**config.mk**
```make
export PLATFORM = sky130hd
export DESIGN_NAME = fetch_queue
export DESIGN_NICKNAME = d
export VERILOG_FILES = /design/src/rtl/fetch_queue.sv
export SDC_FILE = /design/constraint.sdc
export NUM_CORES = 1
export LEC_CHECK = 0
export CAP_MARGIN = 5
export CORE_MARGIN = 2
export CORE_UTILIZATION = 54
export CTS_CLUSTER_SIZE = 24
export DETAILED_ROUTE_END_ITERATION = 8
export PLACE_DENSITY = 0.8
export SKIP_CTS_REPAIR_TIMING = 1
export SYNTH_ARGS = -nofsm -noshare
export SYNTH_HDL_FRONTEND = slang
export SYNTH_SLANG_ARGS = --single-unit
```
**constraint.sdc**
```tcl
create_clock -name clk -period 3.52 [get_ports clk]
set_input_delay 0.528 -clock clk [delete_from_list [all_inputs] [get_ports clk]]
set_output_delay 0.528 -clock clk [all_outputs]
set_load 0.02 [all_outputs]
```
**src/rtl/fetch_queue.sv**
```systemverilog
// rtl/fetch_queue.sv - instruction fetch stage with a DEPTH-entry queue feeding decode
// Owns the PC, pushes acked words with their address, pops on the decode handshake.
module fetch_queue #(
   parameter int          DEPTH    = 4,
   parameter logic [31:0] PC_RESET = 32'h0000_0000
) (
   input  logic                     clk,
   input  logic                     rst_n,
   output logic                     imem_req,
   output logic [31:0]              imem_addr,
   input  logic                     imem_ack,
   input  logic [31:0]              imem_rdata,
   input  logic                     redirect,
   input  logic [31:0]              redirect_pc,
   input  logic                     id_ready,
   output logic                     id_valid,
   output logic [31:0]              id_instr,
   output logic [31:0]              id_pc,
   output logic                     op0,
   output logic                     op1,
   output logic                     op2,
   output logic                     op3,
   output logic                     op4,
   output logic                     op5,
   output logic [$clog2(DEPTH):0]   q_count
);

   localparam int              AW     = $clog2(DEPTH);
   localparam logic [AW:0]     L_FULL = (AW+1)'(DEPTH);

   logic [31:0]   r_pc;
   logic [AW-1:0] r_head;
   logic [AW-1:0] r_tail;
   logic [AW:0]   r_count;
   logic          r_active;
   logic [31:0]   r_mem_pc    [DEPTH];
   logic [31:0]   r_mem_instr [DEPTH];

   logic          w_full;
   logic          w_valid;
   logic          w_req;
   logic          w_push;
   logic          w_pop;
   logic [31:0]   w_instr;
   logic [31:0]   w_pc;

   assign w_full  = (r_count == L_FULL);
   assign w_valid = (r_count != '0);
   // r_active holds requests off until the first edge after reset releases
   assign w_req   = r_active && !w_full && !redirect;
   assign w_push  = w_req && imem_ack;
   assign w_pop   = w_valid && id_ready && !redirect;

   always_ff @(posedge clk or negedge rst_n) begin
      if (!rst_n) begin
         r_pc     <= PC_RESET;
         r_head   <= '0;
         r_tail   <= '0;
         r_count  <= '0;
         r_active <= 1'b0;
      end else begin
         r_active <= 1'b1;
         if (redirect) begin
            r_pc    <= {redirect_pc[31:2], 2'b00};
            r_head  <= '0;
            r_tail  <= '0;
            r_count <= '0;
         end else begin
            if (w_push) begin
               r_tail <= r_tail + 1'b1;
               r_pc   <= r_pc + 32'd4;
            end
            if (w_pop) begin
               r_head <= r_head + 1'b1;
            end
            case ({w_push, w_pop})
               2'b10:   r_count <= r_count + 1'b1;
               2'b01:   r_count <= r_count - 1'b1;
               default: r_count <= r_count;
            endcase
         end
      end
   end

   // Entry storage is deliberately left unreset; id_valid gates its use.
   always_ff @(posedge clk) begin
      if (w_push) begin
         r_mem_pc[r_tail]    <= r_pc;
         r_mem_instr[r_tail] <= imem_rdata;
      end
   end

   always_comb begin
      w_instr = 32'h0;
      w_pc    = 32'h0;
      if (w_valid) begin
         w_instr = r_mem_instr[r_head];
         w_pc    = r_mem_pc[r_head];
      end
   end

   assign imem_req  = w_req;
   assign imem_addr = r_pc;
   assign id_valid  = w_valid;
   assign id_instr  = w_instr;
   assign id_pc     = w_pc;
   assign q_count   = r_count;

   assign op0 = w_instr[31];
   assign op1 = w_instr[30];
   assign op2 = w_instr[29];
   assign op3 = w_instr[28];
   assign op4 = w_instr[27];
   assign op5 = w_instr[26];

endmodule

```
; Yosys cells after proc, flatten, opt, wreduce, memory -nomap -nowiden
; Memory sizes are Yosys's and may differ from the RTL's.
; Cells that the tools add are included.
[op_classes]
add_sub_neg = 5
n_eq_ne = 3
n_mux = 12
n_reduce_logical = 11
[ops]
columns = cell, n
row1 = $mux 32, 4
row2 = $add 32x3->32 const B, 1
row3 = $mux 2, 4
row4 = $pmux 3 s2, 1
row5 = $reduce_bool 3->1, 2
row6 = $logic_and 1x1->1, 5
row7 = $add 2x1->2 const B, 2
row8 = $reduce_bool 2->1, 2
row9 = $add 3x1->3 const B, 1
row10 = $eq 3x3->1 const B, 1
row11 = $mux 3, 1
row12 = $sub 3x1->3 const B, 1
row13 = $eq 2x1->1 const B, 1
row14 = $eq 2x2->1 const B, 1
row15 = $logic_not 1->1, 2
row16 = $mux 1, 2
[totals]
regBits = 40
ram_bits = 256
input_bits = 69
output_inout_bits = 107
word_cells = 38
mem_count = 2
[memory_table]
columns = name, depth, word_bits, read_ports, rd_clocked_by_memory_dff, write_ports, line_no
row1 = r_mem_instr, 4, 32, 1, 0, 1, 37  ; logic [31:0] r_mem_instr [DEPTH];
row2 = r_mem_pc, 4, 32, 1, 0, 1, 36  ; logic [31:0] r_mem_pc [DEPTH];

; Longest topological paths before layout
[logic_depth]
depth_word = 8
mapped_depth = 7

; Least setup slack after synthesis
; No wires, ideal clock.
[synth_timing]
path_type = flip-flop to flip-flop
startpoint = register r_count[0], in the netlist q_count[0]
endpoint = memory r_mem_instr[0][0], enable pin
setup_time_ns = 0.427
arrival_ns = 2.735
required_ns = 3.093
slack_ns = 0.358
path_stages_with_launch = 5
path_buffers = 0
period_less_slack_ns = 3.162
path_cell_list = dfrtp_1 or3b_2 nand3_1 nor2_1 and2_1
[synth_via]
elab_chain_cells = 7
[synth_rtl]
columns = element, line_no
row1 = start: declaration, 34  ; logic [AW:0] r_count;
row2 = start signal: assignment, 77  ; 2'b10: r_count <= r_count + 1'b1;
row3 = start signal: assignment, 78  ; 2'b01: r_count <= r_count - 1'b1;
row4 = start signal: assignment, 79  ; default: r_count <= r_count;
row5 = $eq 3x3->1, 47  ; assign w_full = (r_count == L_FULL);
row6 = $logic_not 1->1, 50  ; assign w_req = r_active && !w_full && !redirect;
row7 = $logic_and 1x1->1 (2 in a row), 50
row8 = $logic_and 1x1->1, 51  ; assign w_push = w_req && imem_ack;
row9 = $mux 1, 87  ; if (w_push) begin
row10 = $mux 1 (not written as such), 89  ; r_mem_instr[r_tail] <= imem_rdata;
row11 = end: declaration, 37
; Every way passes these cells.

; Worst setup path after layout
[layout_timing]
startpoint = register r_head[0]
endpoint = output id_instr[31]
[layout_via]
elab_chain_cells = 2
[layout_rtl]
columns = element, line_no
row1 = start: declaration, 32  ; logic [AW-1:0] r_head;
row2 = start signal: assignment, 74  ; r_head <= r_head + 1'b1;
row3 = $mem_v2 4x32, -
row4 = $mux 32, 96  ; if (w_valid) begin
row5 = end: declaration, 17  ; output logic [31:0] id_instr,
; Every way passes these cells.

==> metrics <==
power density normalized to cell area=738 mW/mm²; global-route total usage across every layer=21.3%; half-perimeter wire length after placement=14,600 µm; width of the chip=151 µm; maximum number of pins on one net before global-route repair=65; pins over their slew limit=0; initial core utilization=55.2%; main area contributors after synthesis=edfxtp_1, mux4_2, dfrtp_1; type of the worst min-delay path=input port to async pin; initial antenna violation count=0; cell internal pwr=7.58 mW; number of max-cap violations=0; std cell rows=53; setup clock skew after layout=0.0139 ns; Worst VDD drop=0.432 mV; number of standard cells after synthesis=657; Cells after DPL=1,073; total net switching power=3.21 mW; share of post-route cells with drive strength above 1=15.7%; Port Buffers=169; result of the run=finished clean; clock net sink count=286; proportion of power drawn by the clock network=27.8%; Setup CP Type=register to primary output; required time at the worst-slack endpoint=2.99 ns; Setup violations, final=0; biggest area consumer among synthesized cells=edfxtp_1; sequential standard cell area=0.00840 mm²; die area=0.0227 mm²; final WL=23,700 µm; maximum buffer depth of the clock tree=3; number of global-route vias before repair=6,957; number of H-tree branching levels=1; switching power as a share of total power=29.7%; synthesized area per cell=17.7 µm²; vias per std cell=5.84; number of endpoints with negative hold slack in the final report=0; largest fanout on the critical path=16; Tmin final=3.17 ns; Area Overhead vs Synth=25.6%; Slew @ Worst Pin=0.870 ns; Num CTS Buffers=27; number of enable-type register cells in the synthesized netlist=248; worst-case headroom to the max-slew limit=42.0%; Synth Cell Area=0.0116 mm²; Lkg Pwr=4.80 nW; antenna-violating nets left=0; Cell Count, Final, Fillers Out=1,120; via count=6,536; portion of total power attributed to sequential cells=37.5%; overall power consumption=10.8 mW; fill count=1,341; RSZ-0062 raised after global routing=false; clock-pin transition on the worst setup and hold timing paths=0.07 ns; final weighted congestion in routability-driven placement=0.771; iteration count of the initial detailed-routing pass=6; Post-route DRC=0; Critical Path AT=2.64 ns; core region area=0.0211 mm²; chip height=151 µm; number of inserted diodes=0; I/O pin count=176; highest achievable clock rate=0.315 GHz; Logic pwr share=34.7%; share of the synthesized area in the top cell type=64.0%; Total Nets Final=902; Synth cell types=36; element type at the critical path end=primary output; share of flip-flops with an asynchronous set or reset after synthesis=13.3%; root buffer cell=clkbuf_16; number of synthesized register bits=286; CTS tree=yes; setup total negative slack=0 ns; area used by multi-input combinational logic=0.00302 mm²; wire length of the first global-routing pass=36,700 µm; number of synthesis warnings=0; predominant post-synthesis flop cell=edfxtp_1; critical path launch point type=register; Clock Latency Late Sink=0.52 ns; share of the yosys chip area belonging to registers=72.1%; final worst-path cycle share=90.1%; GRT Residual Overflow=0; number of design-rule violations left by the first detailed-router iteration=544; final routed wire length divided by cell count=21.2 µm
==> placed cells by master (no fill, tap or decap), types with 6 or more instances in the layout <==
master	synthesis	routed
a31oi_1	18	18
and2_1	67	63
buf_12	0	8
clkbuf_16	0	27
clkdlybuf4s50_1	0	168
dfrtp_1	38	36
edfxtp_1	248	248
inv_1	8	8
mux4_2	62	62
nand2_1	24	24
nand3_1	10	10
nand4_1	6	6
nor2_1	28	28
o21ai_0	19	19
o31ai_1	11	11
or3_1	10	9
or4_1	14	14
xnor2_1	10	10
==> area by class of cell <==
type	instances	area share [%]
Tap cell	275	2.35
Multi-Input combinational cell	322	20.7
Sequential cell	286	57.5
Timing Repair Buffer	182	12.9
Inverter	8	0.205
Clock buffer	32	4.96
Clock inverter	15	1.40
==> power groups by stage <==
stage	combinational (mW)	clock (mW)	sequential [mW]
after detailed placement	3.80	0	4.10
final	3.74	3.00	4.04
after floorplan	2.20	0	4.08
after global placement	3.75	0	4.08
after global routing	4.01	3.20	4.06
after CTS	3.82	3.06	4.04
==> synth_stat cells, types with 3 or more instances <==
master / n
nand2_1: 24
ha_1: 5
edfxtp_1: 248
a31oi_1: 18
xnor2_1: 10
o31ai_1: 11
nor4_1: 4
mux2_2: 3
nor2_1: 28
mux2i_1: 4
or4_1: 14
buf_2: 9
nor3_1: 3
and2_1: 67
or3_1: 10
o21ai_0: 19
clkbuf_1: 24
xor2_1: 4
mux4_2: 62
nand3_1: 10
buf_4: 10
inv_1: 8
nand4_1: 6
dfrtp_1: 38
and4_1: 4
==> state kept, by name (all words and copies together), names as in the netlist <==
| signal | flops |
|---|---|
| r_tail | 2 |
| q_count | 3 |
| r_active | 1 |
| r_head | 2 |
| r_mem_instr | 128 |
| imem_addr | 30 |
| r_mem_pc | 120 |
==> cells by family (layout without fill, tap and decap cells) <==
family                   after synthesis  count (layout)  share of synthesized area (%)
other                                  2               5                         0.0645
multiplexers                          69              69                           12.6
AND/OR/NAND/NOR                      179             179                           8.75
XOR/XNOR                              14              14                           1.05
AO/OA/AOI/OAI                         49              49                           2.54
flip-flops                           286             286                           72.1
adder cells (fa/ha/maj)                6               6                          0.709
buffers and inverters                 52             237                           2.11
==> metrics by stage <==
stage	setup WS (ns)	utilization, %	cell area [µm²]	hold slack [ns]
2_1_floorplan	0.358	-	11700	0.232
3_3_place_gp	0.644	64.9	13700	0.558
3_5_place_dp	0.585	64.9	13700	0.602
4_1_cts	0.0500	69.3	14600	0.135
5_1_grt	0.207	69.3	14600	0.175
6_report	0.349	69.3	14600	0.128
==> path summary, 6_finish.rpt <==
kind,start,to,slack [ns],depth (start not counted)
min reg2reg,r_tail[1],r_tail[1],0.63,2
min in group clk,redirect_pc[15],imem_addr[15],0.58,3
max in group asynchronous,rst_n,r_head[0],2.75,1
min,rst_n,imem_addr[15],0.13,1
max,r_head[0],id_instr[31],0.35,4
max reg2reg,imem_addr[2],imem_addr[22],0.90,5
==> routing by layer <==
metal  wire length [µm]  GRT usage, %  part of all wire [%]
met5                  0             0                     0
met4                350          6.36                   1.5
met3               1650          3.16                   7.0
met2              12500          37.7                    53
met1               9150          27.5                    39
==> critical path, stage by stage (launching register included) <==
cell and delay (ns):
dfrtp_4 0.50, buf_4 0.34, mux4_2 0.56, and2_1 0.19, clkdlybuf4s50_1 0.54
Power figures use the tool's default switching activity.
